<file path="src/rtl/msxbus_pkg.sv">
// Shared definitions for the MSX bus arbiter: command codes, FSM states,
// default bus_done wait limit and command-decode helpers.
package msxbus_pkg;

   localparam logic [2:0] CMD_MEM_RD = 3'd1;
   localparam logic [2:0] CMD_MEM_WR = 3'd2;
   localparam logic [2:0] CMD_IO_RD  = 3'd3;
   localparam logic [2:0] CMD_IO_WR  = 3'd4;

   localparam int unsigned TIMEOUT_CYCLES_DEFAULT = 1024;

   typedef enum logic [1:0] {
      ST_IDLE  = 2'd0,
      ST_ISSUE = 2'd1,
      ST_WAIT  = 2'd2,
      ST_DONE  = 2'd3
   } arb_state_t;

   function automatic logic cmd_is_valid(input logic [2:0] cmd);
      return (cmd == CMD_MEM_RD) || (cmd == CMD_MEM_WR) ||
             (cmd == CMD_IO_RD)  || (cmd == CMD_IO_WR);
   endfunction

   function automatic logic cmd_is_read(input logic [2:0] cmd);
      return (cmd == CMD_MEM_RD) || (cmd == CMD_IO_RD);
   endfunction

endpackage

</file>
<file path="src/rtl/msxbus_rr_pick.sv">
// Two-way round-robin pick: a lone requester wins outright, a tie goes to
// whichever requester was not served last.
module msxbus_rr_pick (
   input  logic [1:0] req,
   input  logic       last_served,
   output logic       grant_valid,
   output logic       grant_sel
);

   always_comb begin
      grant_valid = |req;
      if (req == 2'b11) begin
         grant_sel = ~last_served;
      end else begin
         grant_sel = req[1];
      end
   end

endmodule

</file>
<file path="src/rtl/msxbus_arbiter.sv">
// MSX bus arbiter: SPI host and secondary master share one Z80 cycle engine.
// Optional bus_done watchdog enabled by defining MSXBUS_ARB_TIMEOUT_EN.
module msxbus_arbiter
   import msxbus_pkg::*;
#(
   parameter int unsigned TIMEOUT_CYCLES = TIMEOUT_CYCLES_DEFAULT
) (
   input  logic        clk,
   input  logic        rst_n,
   input  logic [1:0]  req,
   input  logic [2:0]  cmd0,
   input  logic [2:0]  cmd1,
   input  logic [15:0] addr0,
   input  logic [15:0] addr1,
   input  logic [7:0]  wdata0,
   input  logic [7:0]  wdata1,
   output logic [1:0]  ack,
   output logic [7:0]  rdata,
   output logic        err,
   output logic        busy,
   output logic        bus_start,
   output logic [2:0]  bus_cmd,
   output logic [15:0] bus_addr,
   output logic [7:0]  bus_wdata,
   input  logic        bus_done,
   input  logic [7:0]  bus_rdata,
   output logic        bus_abort
);

   arb_state_t state;
   logic       sel;
   logic       last_served;
   logic       pick_valid;
   logic       pick_sel;
   logic       cmd_valid;
   logic       timeout_hit;

   if ((TIMEOUT_CYCLES < 2) || (TIMEOUT_CYCLES > 65535)) begin : g_bad_timeout
      $error("msxbus_arbiter: TIMEOUT_CYCLES must be in 2..65535");
   end

   msxbus_rr_pick u_rr_pick (
      .req         (req),
      .last_served (last_served),
      .grant_valid (pick_valid),
      .grant_sel   (pick_sel)
   );

   // Strobes decode straight from the registered state so each lasts one state.
   assign cmd_valid = cmd_is_valid(bus_cmd);
   assign busy      = (state != ST_IDLE);
   assign bus_start = (state == ST_ISSUE) && cmd_valid;
   assign ack       = (state == ST_DONE) ? (sel ? 2'b10 : 2'b01) : 2'b00;

`ifdef MSXBUS_ARB_TIMEOUT_EN
   logic [15:0] wait_cnt;

   // A bus_done arriving on the final wait cycle still wins over the abort.
   assign timeout_hit = (state == ST_WAIT) && !bus_done &&
                        (wait_cnt == 16'(TIMEOUT_CYCLES - 1));
   assign bus_abort   = timeout_hit;

   always_ff @(posedge clk or negedge rst_n) begin
      if (!rst_n) begin
         wait_cnt <= '0;
      end else if (state == ST_ISSUE) begin
         wait_cnt <= '0;
      end else if (state == ST_WAIT) begin
         wait_cnt <= wait_cnt + 16'd1;
      end
   end
`else
   assign timeout_hit = 1'b0;
   assign bus_abort   = 1'b0;
`endif

   always_ff @(posedge clk or negedge rst_n) begin
      if (!rst_n) begin
         state       <= ST_IDLE;
         sel         <= 1'b0;
         last_served <= 1'b1;
         err         <= 1'b0;
         rdata       <= '1;
         bus_cmd     <= '0;
         bus_addr    <= '0;
         bus_wdata   <= '0;
      end else begin
         case (state)
            ST_IDLE: begin
               if (pick_valid) begin
                  sel       <= pick_sel;
                  bus_cmd   <= pick_sel ? cmd1   : cmd0;
                  bus_addr  <= pick_sel ? addr1  : addr0;
                  bus_wdata <= pick_sel ? wdata1 : wdata0;
                  err       <= 1'b0;
                  rdata     <= '1;
                  state     <= ST_ISSUE;
               end
            end
            ST_ISSUE: begin
               if (cmd_valid) begin
                  state <= ST_WAIT;
               end else begin
                  err   <= 1'b1;
                  state <= ST_DONE;
               end
            end
            ST_WAIT: begin
               if (bus_done) begin
                  rdata <= cmd_is_read(bus_cmd) ? bus_rdata : 8'hFF;
                  state <= ST_DONE;
               end else if (timeout_hit) begin
                  err   <= 1'b1;
                  rdata <= 8'hFF;
                  state <= ST_DONE;
               end
            end
            ST_DONE: begin
               last_served <= sel;
               state       <= ST_IDLE;
            end
            default: state <= ST_IDLE;
         endcase
      end
   end

endmodule

</file>
<file path="config.mk">
export PLATFORM = sky130hd
export DESIGN_NAME = msxbus_arbiter
export DESIGN_NICKNAME = d
export VERILOG_FILES = /design/src/rtl/msxbus_pkg.sv /design/src/rtl/msxbus_rr_pick.sv /design/src/rtl/msxbus_arbiter.sv
export SDC_FILE = /design/constraint.sdc
export NUM_CORES = 1
export LEC_CHECK = 0
export CAP_MARGIN = 20
export CORE_AREA = 5 5 77 79
export CTS_BUF_LIST = sky130_fd_sc_hd__clkbuf_2 sky130_fd_sc_hd__clkbuf_4 sky130_fd_sc_hd__clkbuf_8
export CTS_CLUSTER_SIZE = 12
export DETAILED_ROUTE_END_ITERATION = 10
export DIE_AREA = 0 0 82 84
export HOLD_SLACK_MARGIN = 0.03
export PLACE_DENSITY = 0.76
export SLEW_MARGIN = 20
export SYNTH_ARGS = -nofsm -noshare
export SYNTH_HDL_FRONTEND = slang
export SYNTH_SLANG_ARGS = --single-unit
export TNS_END_PERCENT = 100
</file>
<file path="constraint.sdc">
create_clock -name clk -period 1.75 [get_ports clk]
set_input_delay 0.2625 -clock clk [delete_from_list [all_inputs] [get_ports clk]]
set_output_delay 0.2625 -clock clk [all_outputs]
set_load 0.005 [all_outputs]
</file>
======== Yosys cells after proc, flatten, opt, wreduce, memory -nomap -nowiden ========
Index checks and enable logic that the tools add are counted.
Widths: inputs -> output; s select.
storage, ports and cells
  bits in registers ....................... 40
  bits of input ports ..................... 67
  output and inout bits ................... 41
  word-level logic and storage cells ...... 51
operators by class
  equality and inequality tests ........... 11
  multiplexer cells ....................... 17
  bitwise operators ....................... 1
  reduce and logical (&&, ||, !) cells .... 14
operators by type and width
  cell                number
  $mux 8              4
  $mux 16             1
  $pmux 8 s2          1
  $mux 2              4
  $pmux 2 s4          1
  $eq 2x2->1 const B  3
  $eq 3x2->1 const B  2
  $ne 2x2->1 const B  3
  $reduce_and 3->1    2
  $reduce_bool 2->1   3
  $logic_or 1x1->1    4
  $mux 1              4
  $reduce_and 2->1    2
  $eq 3x1->1 const B  1
  $eq 3x3->1 const B  1
  $mux 3              1
  $eq 2x1->1 const B  1
  $logic_not 2->1     1
  $pmux 1 s2          1
  $reduce_or 2->1     1
  $logic_and 1x1->1   1
  $not 1->1           1

======== Depth between registers and ports, before layout ========
  word-level depth ........................ 6
  mapped depth ............................ 8

======== Modules after synthesis ========
Synthesis repeated with hierarchy kept, for this count alone.
unflattened totals
  cells, all modules ...................... 188
  area total of the unflattened synthesis .. 1981.9 um2
modules (own cells, without submodules)
  module          instances  cells an instance  area each (um2)  sequential area each (um2)
  msxbus_arbiter  1          186                1968.1           1012.2
  msxbus_rr_pick  1          2                  13.8             0.0

======== Least setup slack after synthesis ========
No wires, ideal clock.
  kind .................................... register to register
  start ................................... register state[0]
  end ..................................... register rdata[0]
  data arrival time ....................... 1510 ps
  data required time ...................... 1675 ps
  slack ................................... 165 ps
  cell stages (with the launch flop) ...... 7
  clock period less this slack ............ 1585 ps
  path through ............................ dfrtp_1 -> inv_1 -> ha_1 -> buf_4 -> nor2_1 -> a211oi_4 -> mux2i_1
on the way
  cells in the longest elaborated chain, start to end .. 3
  elaborated cells on any way between the ends .. 7
ends and longest elaborated chain
  what                                                              RTL line               text
  start, declared                                                   msxbus_arbiter.sv:30   arb_state_t state;
  start signal, assigned                                            msxbus_arbiter.sv:79   state <= ST_IDLE;
  start signal, assigned                                            msxbus_arbiter.sv:97   state <= ST_ISSUE;
  start signal, assigned                                            msxbus_arbiter.sv:102  state <= ST_WAIT;
  $eq 2x2->1 / $logic_not 2->1 (equally long branches)              msxbus_arbiter.sv:88   case (state)
  $ne 2x2->1 (no line) / $reduce_bool 2->1 (equally long branches)  -
  $reduce_and 3->1 (no line)                                        -
  end signal, assigned                                              msxbus_arbiter.sv:110  rdata <= cmd_is_read(bus_cmd) ? bus_rdata : 8'hFF;
  end, declared                                                     msxbus_arbiter.sv:18   output logic [7:0] rdata,
Several ways; a longest one is shown, not always the timed one.
A chain may end at the register's enable or synchronous reset.

======== Final worst setup path ========
  start ................................... register state[1]
  end ..................................... register rdata[4]
The elaborated chain is that of the path after synthesis.

==> run summary <==
CTS max path bufs = 2
post-synthesis sequential area ratio = 0.5150
Die Y = 84 um
worst reg2reg path depth = 7
maxcap violations = 0
vias in the first global route = 2,028
clock period minus worst slack = 1.688 ns
layout cells sized above 1 = 0.1545
final setup vio count = 0
DR DRC count = 0
CP bufs+invs = 3
flops & latches, synth = 40
CP cell instances = buf_4 -> buf_6 -> ha_4 -> and2b_2 -> a211oi_4 -> buf_12 -> mux2i_1
clock sink total = 40
static leakage = 1.540 nW
Critical Path Source Type = flip-flop
clock root buffer = clkbuf_8
TritonCTS Buffers = 5
initial antenna violation count = 0
YS warnings = 0
Hold Crit Class = flip-flop to flip-flop
largest stage delay on the critical path = 0.40 ns
PortBufs = 106
RSZ-0062 raised after global routing = yes
RR Startpoint = state[1]
routability cong. = 0.7057
full die area = 0.006888 mm^2
status = finished clean
global-route wire length before repair = 9.239 mm
Initial Util = 0.3730
final core occ = 0.6443
Final Cycle Share = 0.9645
I/O Pins = 108
post-synth cell types = 29
row count = 27
P&R area growth vs syn = 72.76%
Max rail drop VDD = 0.7868 mV
core area = 0.005270 mm^2
CP Class = flip-flop to flip-flop
synthesized area per cell = 8.935 um^2
Total Neg Setup Slack = 0 ns
fmax = 592.4 MHz
Worst-Skew Late Latency = 0.28 ns
PD cells = 1499 mW/mm^2
GRT overflow = 0
ys async rst share = 1.000
Post-synth EDFFs = 0
Clock Skew = 0.006205 ns
Pre-Repair DR Iteration Count = 4
First DRT Iteration DRCs = 47
dpl cells = 398
Post-Route WL = 5.958 mm
syn nets = 291
Worst Hold Launch = rdata[2]
RR Endpoint = rdata[4]
hold path endpoint = rdata[2]
WL per Instance = 14.36 um
Non-Filler Instances = 415
area of all placed cells without fillers = 0.003396 mm^2
clock-pin slew on the worst setup and hold paths = 0.07 ns
via/cell ratio = 4.684
ant diodes = 0
Max Slew Vio Count = 0
Syn Inst Count = 220
crit end category = flip-flop
cell family with most CP delay = buffers and inverters
Hold Vio Cnt, Final = 0
Detail Route Antenna Nets = 0
Req. time, crit path = 1.95 ns
Top FF cell, synth = dfrtp_1
GRT Util Overall = 0.1711
slowest cell on the critical path = dfrtp_1
synthesized area = 0.001966 mm^2
CP arrival = 1.89 ns
fill count = 439
htree depth = 2
Post-DP Area = 0.003192 mm^2
Die W = 82 um
CTS tree = built
Max Fanout on Critical Path = 8
Nets = 413
DP Wirelength = 4.374 mm
Hold Crit Depth = 2
pin count of the biggest net entering global routing = 29
R2R setup slack = 0.06 ns
vias = 1,944
cell families after synthesis:
group           after synthesis  share of synthesized area
compound gates               65                     0.1884
simple gates                 75                     0.1560
xor+xnor                      1                   0.004457
other cells                   1                   0.001908
mux                          11                    0.05729
flops                        40                     0.5150
fa+ha+maj                     4                    0.02546
buf+inv                      23                    0.05156
placed cells by master, fill, tap and decap left out, types with 5 or more instances in the layout:
| cell | instances |
|---|---|
| mux2i_1 | 9 |
| inv_1 | 11 |
| nand2_1 | 30 |
| dfrtp_1 | 29 |
| a21oi_1 | 55 |
| clkbuf_8 | 5 |
| buf_4 | 15 |
| clkdlybuf4s50_1 | 101 |
| dfstp_2 | 9 |
| nor2_1 | 37 |
registers in the layout (all words and copies together) (netlist names):
register and count:
bus_wdata 8, rdata 8, err 1, bus_cmd 3, state 2, sel 1, last_served 1, bus_addr 16
worst register-to-register path: cells and delay by family, from the launching register on:
kind                     cells  cell delay, ns
adder cells (fa/ha/maj)      1            0.15
buffers and inverters        3            0.42
flip-flops                   1            0.40
AO/OA/AOI/OAI                1            0.20
multiplexers                 1            0.21
AND/OR/NAND/NOR              1            0.23
metrics by stage:
stage          total power [W]  hold WS (ns)  worst slack [ns]
3_3_place_gp          0.004248        0.2446            0.1319
3_5_place_dp          0.004310        0.2599           0.06832
6_report              0.005090        0.4660           0.06204
5_1_grt               0.005506        0.4967          -0.01706
2_1_floorplan         0.002852      -0.03309            0.1651
4_1_cts               0.004993        0.4700           -0.1191
timing repair:
action,CTS,global route
buffers inserted,3,5
hold buffers,1,0
pin swaps,0,1
setup endpoints to repair,4,4
resized for setup,2,11
hold endpoints to repair,19,0
final cells by class:
type / count / area [um^2] / area share
Inverter: 11 / 41.29 / 0.01216
Timing Repair Buffer: 127 / 1276 / 0.3758
Clock buffer: 7 / 83.83 / 0.02469
Multi-Input combinational cell: 157 / 884.6 / 0.2605
Tap cell: 72 / 90.09 / 0.02653
Clock inverter: 1 / 5.005 / 0.001474
Sequential cell: 40 / 1015 / 0.2988
worst max-delay path by stage:
stage / from / end / slack (ns) / cells after the start
floorplan: state[0] / rdata[0] / 0.17 / 6
global placement: state[1] / state[0] / 0.13 / 5
detailed placement: state[1] / err / 0.07 / 5
CTS: state[1] / bus_start / -0.12 / 4
global route: state[1] / rdata[4] / -0.02 / 7
finish: state[1] / rdata[4] / 0.06 / 7
routing by layer:
layer | global-route usage | share of wire | vias to the layer above
met5 | 0 | 0 | -
met4 | 0.04079 | 0.0070 | 0
met3 | 0.05400 | 0.084 | 4
met2 | 0.2851 | 0.50 | 68
met1 | 0.2122 | 0.41 | 905
li1 | - | - | 967
power by group:
group | switching, W | leakage [nW] | internal [W]
Combinational | 0.00117 | 1.05 | 0.00165
Sequential | 0.000272 | 0.441 | 0.00140
Clock | 0.000291 | 0.0491 | 0.000311
synthesized netlist by cell type (2+ instances only):
cell / number / share of area
nor2_1: 38 / 0.073
inv_1: 11 / 0.021
dfrtp_1: 31 / 0.39
and2_1: 2 / 0.0064
a21oi_1: 55 / 0.14
clkbuf_1: 4 / 0.0076
nand2_1: 30 / 0.057
mux2_2: 2 / 0.011
dfstp_2: 9 / 0.12
mux2i_1: 9 / 0.046
buf_2: 6 / 0.015
o21ai_0: 2 / 0.0051
ha_1: 4 / 0.025
buf_4: 2 / 0.0076
No activity file was read; power rests on OpenSTA's default activity.
